<file path="src/rtl/feature_stream_framer_pkg.sv">
`default_nettype none
// ============================================================================
// Module      : feature_stream_framer_pkg
// Description : Shared types and constants for the feature stream framer:
//               FSM state encoding, skid-entry layout, default widths.
// Revision    : 1.0 - initial release
// ============================================================================
package feature_stream_framer_pkg;

    localparam int DATA_W_DEF = 8;   // matches FIFO read data width
    localparam int COL_W_DEF  = 10;
    localparam int ROW_W_DEF  = 10;
    localparam int FLAG_W     = 3;   // sof, eol, eof

    // FSM state encoding (explicit 2-bit width for legacy tooling)
    typedef logic [1:0] state_t;
    localparam state_t ST_IDLE   = 2'd0;
    localparam state_t ST_STREAM = 2'd1;
    localparam state_t ST_FLUSH  = 2'd2;

    // Layout of one skid-buffer entry; the flat payload in the framer uses
    // the same bit order: {data, sof, eol, eof}.
    typedef struct packed {
        logic [DATA_W_DEF-1:0] data;
        logic                  sof;
        logic                  eol;
        logic                  eof;
    } skid_entry_t;

endpackage
`default_nettype wire

</file>
<file path="src/rtl/stream_skid_buf.sv">
`default_nettype none
// ============================================================================
// Module      : stream_skid_buf
// Description : 2-entry valid/ready register buffer. Entry 0 drives the
//               output directly; entry 1 holds a beat that arrived while the
//               output was stalled. free_next reports whether at least one
//               entry will be free after the current edge, so the producer can
//               register its enable without risking overflow.
// Ports       : clk, rst (async, active-high)
//               in_valid/in_data   - push side (no ready; producer honours
//                                    free_next)
//               out_valid/out_data/out_ready - pop side
//               free_next          - occupancy after this edge is < 2
// Revision    : 1.0 - initial release
// ============================================================================
module stream_skid_buf
    import feature_stream_framer_pkg::*;
#(
    parameter int PAYLOAD_W = DATA_W_DEF + FLAG_W
) (
    input  logic                 clk,
    input  logic                 rst,
    input  logic                 in_valid,
    input  logic [PAYLOAD_W-1:0] in_data,
    output logic                 out_valid,
    output logic [PAYLOAD_W-1:0] out_data,
    input  logic                 out_ready,
    output logic                 free_next
);

    logic [1:0]           cnt_q,  cnt_d;
    logic [PAYLOAD_W-1:0] e0_q,   e0_d;
    logic [PAYLOAD_W-1:0] e1_q,   e1_d;
    logic                 pop;

    assign out_valid = (cnt_q != 2'd0);
    assign out_data  = e0_q;
    assign pop       = out_valid && out_ready;

    always_comb begin
        cnt_d = cnt_q;
        e0_d  = e0_q;
        e1_d  = e1_q;
        case (cnt_q)
            2'd0: begin
                if (in_valid) begin
                    e0_d  = in_data;
                    cnt_d = 2'd1;
                end
            end
            2'd1: begin
                if (in_valid && pop) begin
                    e0_d = in_data;
                end else if (in_valid) begin
                    e1_d  = in_data;
                    cnt_d = 2'd2;
                end else if (pop) begin
                    cnt_d = 2'd0;
                end
            end
            2'd2: begin
                if (pop) begin
                    e0_d = e1_q;
                    if (in_valid) begin
                        e1_d = in_data;
                    end else begin
                        cnt_d = 2'd1;
                    end
                end
            end
            default: cnt_d = 2'd0;
        endcase
    end

    assign free_next = (cnt_d != 2'd2);

    always_ff @(posedge clk or posedge rst) begin
        if (rst) begin
            cnt_q <= 2'd0;
            e0_q  <= '0;
            e1_q  <= '0;
        end else begin
            cnt_q <= cnt_d;
            e0_q  <= e0_d;
            e1_q  <= e1_d;
        end
    end

endmodule
`default_nettype wire

</file>
<file path="src/rtl/feature_stream_framer.sv">
`default_nettype none
// ============================================================================
// Module      : feature_stream_framer
// Description : Pops samples from a show-ahead FIFO, counts them into a
//               cols x rows frame and re-emits them on a valid/ready stream
//               tagged with sof/eol/eof through a 2-entry skid buffer.
// Ports       : rd_clk, rd_rst (async, active-high)
//               start, cfg_cols_m1, cfg_rows_m1 - frame request and size
//               fifo_data, fifo_vld, fifo_rd_en - FIFO pop handshake
//               m_data, m_valid, m_ready, m_sof, m_eol, m_eof - output stream
//               busy, done - frame status
// Revision    : 1.0 - initial release
// ============================================================================
module feature_stream_framer
    import feature_stream_framer_pkg::*;
#(
    parameter int DATA_W = DATA_W_DEF,
    parameter int COL_W  = COL_W_DEF,
    parameter int ROW_W  = ROW_W_DEF
) (
    input  logic              rd_clk,
    input  logic              rd_rst,
    input  logic              start,
    input  logic [COL_W-1:0]  cfg_cols_m1,
    input  logic [ROW_W-1:0]  cfg_rows_m1,
    input  logic [DATA_W-1:0] fifo_data,
    input  logic              fifo_vld,
    output logic              fifo_rd_en,
    output logic [DATA_W-1:0] m_data,
    output logic              m_valid,
    input  logic              m_ready,
    output logic              m_sof,
    output logic              m_eol,
    output logic              m_eof,
    output logic              busy,
    output logic              done
);

    localparam int PAYLOAD_W = DATA_W + FLAG_W;

    state_t            state_q,   state_d;
    logic [COL_W-1:0]  col_q,     col_d;
    logic [ROW_W-1:0]  row_q,     row_d;
    logic [COL_W-1:0]  cols_m1_q, cols_m1_d;
    logic [ROW_W-1:0]  rows_m1_q, rows_m1_d;
    logic              rd_en_q,   rd_en_d;
    logic              done_q,    done_d;

    logic                 xfer;
    logic                 sof_w, eol_w, eof_w;
    logic                 free_next;
    logic [PAYLOAD_W-1:0] push_payload;
    logic [PAYLOAD_W-1:0] out_payload;

    assign xfer  = fifo_vld && rd_en_q;
    assign sof_w = (col_q == '0) && (row_q == '0);
    assign eol_w = (col_q == cols_m1_q);
    assign eof_w = eol_w && (row_q == rows_m1_q);

    assign push_payload = {fifo_data, sof_w, eol_w, eof_w};

    always_comb begin
        state_d   = state_q;
        col_d     = col_q;
        row_d     = row_q;
        cols_m1_d = cols_m1_q;
        rows_m1_d = rows_m1_q;
        done_d    = 1'b0;
        case (state_q)
            ST_IDLE: begin
                if (start) begin
                    cols_m1_d = cfg_cols_m1;
                    rows_m1_d = cfg_rows_m1;
                    col_d     = '0;
                    row_d     = '0;
                    state_d   = ST_STREAM;
                end
            end
            ST_STREAM: begin
                if (xfer) begin
                    if (eol_w) begin
                        col_d = '0;
                        row_d = row_q + 1'b1;
                    end else begin
                        col_d = col_q + 1'b1;
                    end
                    if (eof_w) begin
                        state_d = ST_FLUSH;
                    end
                end
            end
            ST_FLUSH: begin
                if (m_valid && m_ready && m_eof) begin
                    done_d  = 1'b1;
                    state_d = ST_IDLE;
                end
            end
            default: state_d = ST_IDLE;
        endcase
        // Registered pop enable looks at next-cycle state and occupancy, so
        // it drops the cycle after the eof pop and never overfills the skid.
        rd_en_d = (state_d == ST_STREAM) && free_next;
    end

    always_ff @(posedge rd_clk or posedge rd_rst) begin
        if (rd_rst) begin
            state_q   <= ST_IDLE;
            col_q     <= '0;
            row_q     <= '0;
            cols_m1_q <= '0;
            rows_m1_q <= '0;
            rd_en_q   <= 1'b0;
            done_q    <= 1'b0;
        end else begin
            state_q   <= state_d;
            col_q     <= col_d;
            row_q     <= row_d;
            cols_m1_q <= cols_m1_d;
            rows_m1_q <= rows_m1_d;
            rd_en_q   <= rd_en_d;
            done_q    <= done_d;
        end
    end

    stream_skid_buf #(
        .PAYLOAD_W (PAYLOAD_W)
    ) u_skid (
        .clk       (rd_clk),
        .rst       (rd_rst),
        .in_valid  (xfer),
        .in_data   (push_payload),
        .out_valid (m_valid),
        .out_data  (out_payload),
        .out_ready (m_ready),
        .free_next (free_next)
    );

    assign m_data     = out_payload[PAYLOAD_W-1:FLAG_W];
    assign m_sof      = out_payload[2];
    assign m_eol      = out_payload[1];
    assign m_eof      = out_payload[0];
    assign fifo_rd_en = rd_en_q;
    assign busy       = (state_q != ST_IDLE);
    assign done       = done_q;

endmodule
`default_nettype wire

</file>
<file path="config.mk">
export PLATFORM = sky130hd
export DESIGN_NAME = feature_stream_framer
export DESIGN_NICKNAME = d
export VERILOG_FILES = /design/src/rtl/feature_stream_framer_pkg.sv /design/src/rtl/stream_skid_buf.sv /design/src/rtl/feature_stream_framer.sv
export SDC_FILE = /design/constraint.sdc
export NUM_CORES = 1
export LEC_CHECK = 0
export BUFFER_PORTS_ARGS = -buffer_cell sky130_fd_sc_hd__buf_2
export CAP_MARGIN = 20
export CORE_UTILIZATION = 43
export DETAILED_ROUTE_END_ITERATION = 10
export PLACE_DENSITY = 0.62
export SYNTH_ARGS = -nofsm -noshare
export SYNTH_HDL_FRONTEND = slang
export SYNTH_SLANG_ARGS = --single-unit
</file>
<file path="constraint.sdc">
create_clock -name rd_clk -period 2.2 [get_ports rd_clk]
set_input_delay 0.44 -clock rd_clk [delete_from_list [all_inputs] [get_ports rd_clk]]
set_output_delay 0.44 -clock rd_clk [all_outputs]
set_load 0.01 [all_outputs]
</file>
After elaboration in Yosys (flattened, before gate mapping)
Index checks and enable logic that the tools add are counted.
{"block": "word_totals", "reg_bits": 68, "latch_bits": 0, "mem_bits_rw": 0, "mem_bits_ro": 0, "in_bits": 33, "wordCells": 77, "memories": 0}
{"block": "classes", "n_addsub": 2, "mul": 0, "div_mod_pow": 0, "n_lt_le_gt_ge": 0, "eq_ne": 15, "n_shift": 0, "mux": 29, "bitwise": 0, "reduce_logical": 21}
{"op": "11-bit two-way mux", "count": 6}
{"op": "10-bit two-way mux", "count": 5}
{"op": "10-bit one-hot mux with 2 select lines", "count": 2}
{"op": "11-bit one-hot mux with 3 select lines", "count": 1}
{"op": "11-bit one-hot mux with 2 select lines", "count": 1}
{"op": "10-bit by 1-bit adder with 10-bit output, second input constant", "count": 2}
{"op": "10-bit == test", "count": 2}
{"op": "10-bit zero test", "count": 2}
{"op": "2-bit two-way mux", "count": 10}
{"op": "2-bit one-hot mux with 3 select lines", "count": 2}
{"op": "2-bit by 1-bit != test with 1-bit output, second input constant", "count": 4}
{"op": "2-bit != test, second input constant", "count": 4}
{"op": "4-bit AND reduction", "count": 2}
{"op": "2-bit nonzero test", "count": 4}
{"op": "1-bit logical AND", "count": 7}
{"op": "2-bit by 1-bit == test with 1-bit output, second input constant", "count": 3}
{"op": "3-bit AND reduction", "count": 2}
{"op": "2-bit == test, second input constant", "count": 2}
{"op": "2-bit zero test", "count": 2}
{"op": "3-bit nonzero test", "count": 1}
{"op": "1-bit two-way mux", "count": 2}
{"op": "2-bit AND reduction", "count": 1}

Longest topological paths before layout
Gate-level depths: netlist of the first run.
{"block": "depth", "word_depth": 8, "ltp_mapped": 9}

By module
From an unflattened synthesis of the first run, not the netlist that was laid out.
{"block": "unflattened", "hier_cells": 341, "hier_area_um2": 3514.6}
{"module": "feature_stream_framer", "instances": 1, "cells_per_inst": 264, "area_per_inst_um2": 2364.8, "seq_area_each_um2": 1101.1}
{"module": "stream_skid_buf", "instances": 1, "cells_per_inst": 77, "area_per_inst_um2": 1149.9, "seq_area_each_um2": 600.6}

Worst setup path after synthesis of the first run
No wires, ideal clock.
{"block": "synth_path", "path_kind": "register -> register", "startpoint": "register u_skid.cnt_q[0]", "endpoint": "register u_skid.e1_q[10]", "arrival_time_ns": 1.927, "required_ns": 2.075, "setup_slack_ns": 0.148, "path_stages_with_launch": 8, "n_path_buf": 1, "path_cell_list": "dfrtp_1 -> inv_1 -> ha_1 -> nor2b_1 -> nor2_1 -> a211oi_1 -> buf_2 -> mux2_2"}
{"block": "synth_via", "elab_chain_len": 5, "elab_cells_between_ends": 10}
{"element": "from (decl)", "line_no": "stream_skid_buf.sv:31", "text": "logic [1:0] cnt_q, cnt_d;"}
{"element": "from (signal assigned)", "line_no": "stream_skid_buf.sv:83", "text": "cnt_q <= cnt_d;"}
{"element": "2-bit nonzero test", "line_no": "stream_skid_buf.sv:36", "text": "assign out_valid = (cnt_q != 2'd0);"}
{"element": "1-bit logical AND", "line_no": "stream_skid_buf.sv:38", "text": "assign pop = out_valid && out_ready;"}
{"element": "1-bit logical AND", "line_no": "stream_skid_buf.sv:52", "text": "if (in_valid && pop) begin"}
{"element": "2-bit != test (no source line)"}
{"element": "3-bit AND reduction (no source line)"}
{"element": "to (signal assigned)", "line_no": "stream_skid_buf.sv:81", "text": "e1_q <= '0;"}
{"element": "to (signal assigned)", "line_no": "stream_skid_buf.sv:85", "text": "e1_q <= e1_d;"}
{"element": "to (decl)", "line_no": "stream_skid_buf.sv:33", "text": "logic [PAYLOAD_W-1:0] e1_q, e1_d;"}
Parallel ways exist; a longest one is shown, timed or not.
A chain may end at the register's enable or synchronous reset.

Worst setup path in the final report of the first run
{"block": "layout_path", "startpoint": "register col_q[1]", "endpoint": "register u_skid.e0_q[2] (netlist: u_skid.out_data[2])"}
{"block": "layout_via", "elab_chain_len": 4, "elab_cells_between_ends": 5}
{"element": "from (decl)", "line_no": "feature_stream_framer.sv:42", "text": "logic [COL_W-1:0] col_q, col_d;"}
{"element": "from (signal assigned)", "line_no": "feature_stream_framer.sv:116", "text": "col_q <= col_d;"}
{"element": "10-bit zero test (*)", "line_no": "feature_stream_framer.sv:56", "text": "assign sof_w = (col_q == '0) && (row_q == '0);"}
{"element": "1-bit logical AND (*)", "line_no": "feature_stream_framer.sv:56"}
{"element": "11-bit two-way mux (on tied branches)", "line_no": "stream_skid_buf.sv:52, stream_skid_buf.sv:46"}
{"element": "11-bit one-hot mux with 3 select lines (*)", "line_no": "stream_skid_buf.sv:44", "text": "case (cnt_q)"}
{"element": "to (signal assigned)", "line_no": "stream_skid_buf.sv:80", "text": "e0_q <= '0;"}
{"element": "to (signal assigned)", "line_no": "stream_skid_buf.sv:84", "text": "e0_q <= e0_d;"}
{"element": "to (decl)", "line_no": "stream_skid_buf.sv:32", "text": "logic [PAYLOAD_W-1:0] e0_q, e0_d;"}
Mark *: on every way between the ends. The rest lies on a longest branch, timed or not. The select of a mux whose other input is x is not followed.

==> results of run 1 <==
==> area by class of cell <==
type | instances | area share
inverters | 16 | 0.0149
well taps | 99 | 0.0307
clock inverters | 7 | 0.0248
multi-input cells | 255 | 0.390
repair buffers | 60 | 0.0857
flip-flops and latches | 68 | 0.423
clock buffers | 9 | 0.0307
==> cells in the final DEF (no fill, tap or decap), drive strengths merged, types with 11 or more instances in the layout <==
cell type  count
buf           60
inv           17
o21ai         19
nand2         86
nor2          21
mux2i         12
dfrtp         68
xor2          20
mux2          11
==> registers in the layout, summed over array words and instances, names as in the netlist <==
register / count
u_skid.e1_q: 11
u_skid.out_data: 11
col_q: 10
cols_m1_q: 10
row_q: 10
rows_m1_q: 10
state_q: 2
u_skid.cnt_q: 2
done: 1
fifo_rd_en: 1
==> metrics by stage <==
stage	worst slack, ps	total power [mW]	instances
finish	119	4.60	514
CTS	84.0	4.66	514
global placement	130	3.43	498
global route	19.3	4.94	514
floorplan	48.5	3.01	352
detailed placement	104	3.49	498
==> worst reg2reg max path, delay by kind of cell (launching register included) <==
kind	cells	cell delay [ps]
compound gates	1	180
buf+inv	1	110
mux	1	160
fa+ha+maj	1	160
simple gates	3	970
flops	1	450
==> kinds of logic after synthesis <==
| family | count (synthesis) | synth area share |
|---|---|---|
| buffers and inverters | 29 | 0.0347 |
| and+or+nand+nor | 150 | 0.206 |
| xor gates and xnor gates | 28 | 0.0725 |
| DFF | 68 | 0.503 |
| muxes | 23 | 0.0721 |
| AOI/OAI and AO/OA | 45 | 0.0791 |
| adders and majority gates | 9 | 0.0333 |
==> power by group through the flow <==
stage | combinational, mW | sequential, mW | clock, mW
after floorplan | 1.06 | 1.95 | 0
after global placement | 1.44 | 1.98 | 0
after detailed placement | 1.49 | 2.00 | 0
after CTS | 1.50 | 1.97 | 1.19
after global routing | 1.67 | 2.03 | 1.23
final | 1.47 | 1.97 | 1.16
==> final timing paths <==
check	end	slack (ps)	depth (start not counted)
setup / recovery	u_skid.out_data[2]$_DFFE_PP0P_	120	7
hold / removal	u_skid.out_data[3]$_DFFE_PP0P_	60	2
setup reg to reg	u_skid.out_data[2]$_DFFE_PP0P_	120	7
hold reg to reg	u_skid.out_data[3]$_DFFE_PP0P_	480	2
max in group asynchronous	col_q[0]$_DFFE_PP0P_	1530	3
min in group rd_clk	rows_m1_q[3]$_DFFE_PP0P_	280	3
==> cell usage after synthesis, types with 2 or more instances <==
cell,n
o21ai_0,19
a211oi_1,2
ha_1,9
mux2_2,11
clkbuf_1,8
or4_1,3
nand2_1,86
inv_1,16
o31ai_1,4
and3_1,4
nand4_1,6
dfrtp_1,68
mux2i_1,12
o211ai_1,2
a31oi_1,3
nor3_1,2
or3_1,3
xor2_1,20
nand3_1,9
nor2_1,21
nor4_2,2
buf_1,3
xnor2_1,8
and4_1,2
nor4_1,3
a21oi_1,9
==> per-layer routing <==
layer	vias to the layer above	global-route usage	wire length [um]
met4	0	0.0833	113
met5	-	0	0
met1	1204	0.248	3400
met2	65	0.284	3070
met3	12	0.0379	293
li1	1309	-	-
==> timing repair <==
item	CTS	global route
resized for setup	0	2
setup endpoints to repair	0	10
endpoints found under the hold margin	0	0
==> impl_metrics.py, run 1 <==
metrics = {
    "power": {
        "p_leak_nw": 1.97,
        "p_comb_frac": 0.320,
        "switching_share": 0.351,
        "p_int_mw": 2.99,
        "power_frac_seq": 0.428,
        "power.switching_mw": 1.61,
        "p_per_area_nw_per_um2": 1140,
        "ir_worst_vdd_v": 0.000510,
        "clkPwrFrac": 0.252,
    },
    "clocking": {
        "cts_root_buffer": "clkbuf_8",
        "cts_hold_buffers": 0,
        "numCtsBuffers": 9,
        "clk_path_buf_depth": 2,
        "clkTransAtPathRegs_ps": 80,
        "clkSinkCount": 68,
        "clock_latency_ps": 350,
        "post_cts_buffers": 0,
        "cts_tree": "yes",
        "htreeDepth": 3,
    },
    "floorplanning": {
        "die_w_um": 90.7,
        "dieArea_sq_um": 8230,
        "io_pins": 48,
        "rows": 31,
        "start_util": 0.454,
        "die-height_um": 90.7,
        "coreArea_sq_um": 7450,
    },
    "cells_and_area": {
        "multiInputGateArea_sq_um": 1570,
        "drive_gt1_frac": 0.229,
        "final_area_sq_um": 4030,
        "seqCellArea_sq_um": 1700,
        "area_delta_synth_final_pct": 19.0,
        "nFillCells": 716,
        "nNetsFinal": 452,
        "final_core_util": 0.541,
        "num_antenna_cells": 0,
    },
    "timing": {
        "whs_ps": 58.4,
        "setup_tns_ps": 0,
        "maxSlewViolCount": 0,
        "slew_headroom": 0.665,
        "rsz0062_at_grt": "false",
        "setup_violations": 0,
        "hold_viol_final": 0,
        "worst_slew_pin_slew_ps": 502,
        "clock_skew_ps": 8.49,
        "fmaxAchievable_mhz": 481,
        "fin_crit_sh": 0.946,
        "finalCriticalPeriod_ps": 2080,
    },
    "routing": {
        "routedWlPerCell_um": 13.4,
        "drt-initial-drc-count": 83,
        "first_pass_iters": 6,
        "dr_total_vias": 2590,
        "routed_via_density": 5.04,
        "drc_errors": 0,
        "ant_nets": 0,
        "drt-total-wl_mm": 6.87,
    },
    "critical_path": {
        "crit_type": "register to register",
        "cp-startpoint": "col_q[1]$_DFFE_PP0P_",
        "crit_family": "simple AND/OR/NAND/NOR gates",
        "required_ps": 2490,
        "cp-start-kind": "register",
        "crit_fanout": 6,
        "endpoint_kind": "register",
        "cp_num_buf_inv": 1,
        "cp.arrival_ps": 2370,
        "max_stage_delay_ps": 620,
        "crit_path_cell_trace": "inv_1 > ha_1 > or4b_2 > nor3_1 > nand4_1 > o21ai_0 > mux2_2",
        "crit_slowest_cell": "or4b_2",
        "r2r_start": "col_q[1]$_DFFE_PP0P_",
    },
    "grt": {
        "grtUsageTotal": 0.184,
        "antenna_found_initial": 0,
        "grt_max_degree": 53,
        "grt_pass1_vias": 2583,
        "overflow": 0,
        "grt_pass1_wl_mm": 12.1,
    },
    "job": {
        "drv_cap": 0,
    },
    "synth": {
        "yosysSeqAreaShare": 0.503,
        "synth_cell_types": 43,
        "yosys.area.top_type": "dfrtp_1",
        "synth_edf_count": 0,
        "syn_inst": 352,
        "synth_nets": 394,
        "ys_warn_count": 0,
        "synthFlopType": "dfrtp_1",
        "synthTopCellsByArea": "dfrtp_1 (50%), nand2_1 (9.5%), xor2_1 (5.2%)",
        "synth_top_area_frac": 0.503,
        "synthArstFlopShare": 1.00,
        "ys_ff_latch": 68,
        "syn_avg_cell_area_sq_um": 9.62,
        "synth_area_sq_um": 3380,
    },
    "place": {
        "port_buffers": 47,
        "place_area_sq_um": 3800,
        "gp_congestion": 0.901,
        "hpwl_mm": 4.90,
    },
    "min_path": {
        "hp-class": "input pin to asynchronous set/reset pin",
    },
    "run_status": {
        "status": "complete, no violations",
    },
}
(Power assumes the default switching activity.)
==> run 2, diff against run 1 <==
MAX_ROUTING_LAYER = met4   (was default)
PLACE_DENSITY = 0.6   (was 0.62)
clock period = 2.5 ns   (was 2.2 ns; I/O delays follow)
==> run 2 against run 1 <==
Final cell count decreased by 0.39%. Highest routed layer unchanged. Sequential cell count unchanged. Worst hold slack improved by 170 ps. Fmax increased by 1.2%. Register-to-register slack improved by 330 ps.
==> impl_metrics.py, run 2 (synthesized netlist as in run 1, its figures left out) <==
metrics = {
    "clocking": {
        "post_cts_buffers": 0,
        "numCtsBuffers": 9,
        "clkTransAtPathRegs_ps": 90,
        "cts_resized": 0,
        "clock_latency_ps": 350,
        "htreeDepth": 3,
        "cts_tree": "yes",
        "cts_hold_buffers": 0,
        "clkSinkCount": 68,
        "cts_root_buffer": "clkbuf_8",
        "clk_path_buf_depth": 2,
    },
    "critical_path": {
        "crit_fanout": 16,
        "worstRegToRegCells": 9,
        "r2r_start": "u_skid.cnt_q[0]$_DFF_PP0_",
        "required_ps": 2720,
        "rrSetupSlack_ps": 440,
        "crit_type": "register to register",
        "cp-start-kind": "register",
        "cp.arrival_ps": 2270,
        "worstReg2RegEnd": "u_skid.out_data[8]$_DFFE_PP0P_",
        "endpoint_kind": "register",
    },
    "run_status": {
        "status": "complete, no violations",
    },
    "timing": {
        "hold_viol_final": 0,
        "fin_crit_sh": 0.822,
        "rsz0062_at_grt": "false",
        "slew_headroom": 0.556,
        "setup_tns_ps": 0,
        "maxSlewViolCount": 0,
        "worst_slew_pin_slew_ps": 665,
        "finalCriticalPeriod_ps": 2060,
        "clock_skew_ps": 11.4,
        "setup_violations": 0,
        "fmaxAchievable_mhz": 487,
    },
    "cells_and_area": {
        "most-common-layout-cells": "nand2_1 (86), dfrtp_1 (68), buf_2 (47)",
        "final_area_sq_um": 4030,
        "mostFrequentLayoutCell": "nand2_1",
        "nFillCells": 713,
        "nNetsFinal": 450,
        "num_antenna_cells": 0,
        "drive_gt1_frac": 0.220,
        "area_delta_synth_final_pct": 19.1,
    },
    "routing": {
        "dr_total_vias": 2622,
        "drc_errors": 0,
        "routed_via_density": 5.12,
        "first_pass_iters": 4,
        "ant_nets": 0,
        "routedWlPerCell_um": 13.6,
        "drt-initial-drc-count": 99,
        "drt-total-wl_mm": 6.95,
    },
    "grt": {
        "grt_pass1_wl_mm": 12.0,
        "antenna_found_initial": 0,
        "grt_pass1_vias": 2515,
        "overflow": 0,
        "grtUsageTotal": 0.190,
        "grt_max_degree": 33,
    },
    "floorplanning": {
        "io_pins": 48,
        "dieArea_sq_um": 8230,
        "coreArea_sq_um": 7450,
        "die_w_um": 90.7,
        "start_util": 0.454,
        "rows": 31,
        "die-height_um": 90.7,
    },
    "min_path": {
        "hp-class": "input pin to asynchronous set/reset pin",
    },
    "place": {
        "place_area_sq_um": 3790,
        "gp_congestion": 0.840,
        "hpwl_mm": 4.86,
        "port_buffers": 47,
    },
    "power": {
        "total_power_mw": 4.15,
        "ir_worst_vdd_v": 0.000501,
        "p_per_area_nw_per_um2": 1030,
        "p_leak_nw": 1.97,
    },
    "job": {
        "drv_cap": 0,
    },
}
## run 2: layer usage
layer	GRT usage	part of all wire	vias up
met2	0.273	0.44	60
li1	-	-	1303
met4	0.0833	0.019	0
met3	0.0328	0.034	13
met1	0.261	0.51	1246
met5	-	0	-
## run 2: report_power, final
group / switching (mW) / total, mW / internal [mW]
Clock: 0.463 / 1.13 / 0.669
Sequential: 0.290 / 1.74 / 1.45
Combinational: 0.685 / 1.28 / 0.597
Total: 1.44 / 4.15 / 2.71
## run 2: through the flow
stage | utilization | hold slack [ps] | instances | setup WS [ps]
4_1_cts | 0.541 | 259 | 512 | 434
3_5_place_dp | 0.508 | 467 | 496 | 436
6_report | 0.541 | 232 | 512 | 445
5_1_grt | 0.541 | 282 | 512 | 260
3_3_place_gp | 0.508 | 458 | 496 | 466
2_1_floorplan | - | 466 | 352 | 288
## run 2: worst max-delay path by stage
| stage | startpoint | end | slack [ps] | cells past startpoint |
|---|---|---|---|---|
| 6_report | u_skid.cnt_q[0]$_DFF_PP0_ | u_skid.out_data[8]$_DFFE_PP0P_ | 440 | 9 |
| 5_1_grt | u_skid.cnt_q[0]$_DFF_PP0_ | u_skid.out_data[10]$_DFFE_PP0P_ | 260 | 9 |
| 4_1_cts | col_q[8]$_DFFE_PP0P_ | row_q[3]$_DFFE_PP0P_ | 430 | 6 |
| 3_5_place_dp | col_q[8]$_DFFE_PP0P_ | row_q[3]$_DFFE_PP0P_ | 440 | 6 |
| 3_3_place_gp | col_q[0]$_DFFE_PP0P_ | u_skid.out_data[2]$_DFFE_PP0P_ | 470 | 7 |
| 2_1_floorplan | rd_rst | col_q[0]$_DFFE_PP0P_ | 290 | 1 |
## run 2: area by class of cell
class | count | area, sq um | area share
clock buffers | 9 | 124 | 0.0307
clock inverters | 7 | 123 | 0.0304
inverters | 16 | 60.1 | 0.0149
multi-input cells | 255 | 1570 | 0.389
flip-flops and latches | 68 | 1700 | 0.422
well taps | 99 | 124 | 0.0307
repair buffers | 58 | 330 | 0.0819
## run 2: critical path: stages (launching register included)
cell and delay [ps]:
dfrtp_1 470, inv_1 100, ha_1 250, nor2b_1 230
buf_4 180, o21ai_0 90, a21o_1 260, buf_4 210
nand2_1 70, o21ai_0 80
==> run 3, diff against run 2 <==
clock period = 1.99 ns   (was 2.5 ns; I/O delays follow)
==> run 3 against run 2 <==
Final cell count rose by 2.5%. Critical path depth fell by 3. Combinational power rose by 38%. Sequential share of layout area fell by 0.82 points. Sequential power rose by 21%. Clock power rose by 6%. Core utilization rose by 1.1 points. Sequential cell count did not move. Register-to-register slack got worse by 350 ps.
==> impl_metrics.py, run 3 (synthesized netlist as in run 1, its figures left out) <==
metrics = {
    "min_path": {
        "hp-class": "input pin to asynchronous set/reset pin",
    },
    "routing": {
        "drt-initial-drc-count": 77,
        "ant_nets": 0,
        "first_pass_iters": 4,
        "drc_errors": 0,
        "routedWlPerCell_um": 13.4,
        "routed_via_density": 5.07,
        "dr_total_vias": 2661,
        "drt-total-wl_mm": 7.05,
    },
    "cells_and_area": {
        "mostFrequentLayoutCell": "nand2_1",
        "final_area_sq_um": 4110,
        "most-common-layout-cells": "nand2_1 (85), dfrtp_1 (68), buf_2 (47)",
        "num_antenna_cells": 0,
        "drive_gt1_frac": 0.254,
        "area_delta_synth_final_pct": 21.5,
        "nNetsFinal": 463,
        "final_core_util": 0.552,
    },
    "timing": {
        "fmaxAchievable_mhz": 527,
        "worst_slew_pin_slew_ps": 486,
        "finalCriticalPeriod_ps": 1900,
        "setup_tns_ps": 0,
        "maxSlewViolCount": 0,
        "fin_crit_sh": 0.953,
        "hold_viol_final": 0,
        "clock_skew_ps": 9.16,
        "setup_violations": 0,
        "whs_ps": 70.8,
        "slew_headroom": 0.676,
        "rsz0062_at_grt": "true",
    },
    "floorplanning": {
        "coreArea_sq_um": 7450,
        "io_pins": 48,
        "rows": 31,
        "die-height_um": 90.7,
        "dieArea_sq_um": 8230,
        "die_w_um": 90.7,
        "start_util": 0.454,
    },
    "grt": {
        "grt_pass1_wl_mm": 12.4,
        "grt_max_degree": 32,
        "antenna_found_initial": 0,
        "grtUsageTotal": 0.194,
        "grt_pass1_vias": 2693,
        "overflow": 0,
    },
    "critical_path": {
        "crit_type": "register to register",
        "endpoint_kind": "register",
        "rrSetupSlack_ps": 90,
        "worstReg2RegEnd": "row_q[3]$_DFFE_PP0P_",
        "r2r_start": "col_q[0]$_DFFE_PP0P_",
        "required_ps": 2260,
        "cp.arrival_ps": 2160,
        "cp-start-kind": "register",
        "worstRegToRegCells": 6,
        "crit_fanout": 7,
    },
    "clocking": {
        "clock_latency_ps": 350,
        "numCtsBuffers": 9,
        "cts_tree": "yes",
        "clkTransAtPathRegs_ps": 90,
        "clk_path_buf_depth": 2,
        "cts_root_buffer": "clkbuf_8",
        "clkSinkCount": 68,
        "htreeDepth": 3,
        "cts_hold_buffers": 0,
    },
    "place": {
        "gp_congestion": 0.855,
        "place_area_sq_um": 3880,
        "port_buffers": 47,
        "hpwl_mm": 4.99,
    },
    "job": {
        "drv_cap": 0,
    },
    "power": {
        "ir_worst_vdd_v": 0.000524,
        "total_power_mw": 5.09,
        "p_leak_nw": 2.02,
        "p_per_area_nw_per_um2": 1240,
    },
    "run_status": {
        "status": "complete, no violations",
    },
}
run 3: area by class of cell:
cell class              instances  area [sq um]
clock inverters                 7          82.6
flip-flops and latches         68          1700
clock buffers                   9           124
fillers                       697          3330
well taps                      99           124
inverters                      16          63.8
repair buffers                 71           428
multi-input cells             255          1590
run 3: worst max-delay path, stage by stage (launching register included):
cell     delay [ps]
dfrtp_1         420
xor2_1          160
nor4_2          340
nand4_2         210
buf_4           210
or3_1           320
a21oi_2         150
run 3: timing repair:
action                     4_1_cts  5_1_grt
buffers inserted                 0        1
setup endpoints to repair        0       15
gates resized for setup          0        5
run 3: where the power goes:
group          switching (mW)  internal (mW)
Clock                   0.599          0.601
Sequential              0.297           1.82
Combinational           0.947          0.828
run 3: worst max path at each step:
stage / from / endpoint / slack, ps
after floorplan: u_skid.cnt_q[0]$_DFF_PP0_ / u_skid.e1_q[10]$_DFFE_PP0P_ / 20
after global placement: col_q[2]$_DFFE_PP0P_ / row_q[4]$_DFFE_PP0P_ / 120
after detailed placement: col_q[0]$_DFFE_PP0P_ / u_skid.out_data[2]$_DFFE_PP0P_ / 100
after CTS: col_q[2]$_DFFE_PP0P_ / row_q[3]$_DFFE_PP0P_ / 70
after global routing: col_q[0]$_DFFE_PP0P_ / row_q[4]$_DFFE_PP0P_ / -30
final: col_q[0]$_DFFE_PP0P_ / row_q[3]$_DFFE_PP0P_ / 90
run 3: per-stage QoR:
step	cells	worst slack [ps]
3_5_place_dp	508	96.1
2_1_floorplan	352	19.7
6_report	525	94.2
3_3_place_gp	508	117
4_1_cts	524	74.3
5_1_grt	525	-27.0
run 3: metal layers:
metal	track usage	vias to the layer above	wire (um)
li1	-	1328	-
met1	0.262	1248	3580
met2	0.295	73	3090
met3	0.0328	12	266
met4	0.0699	0	119
met5	-	-	0
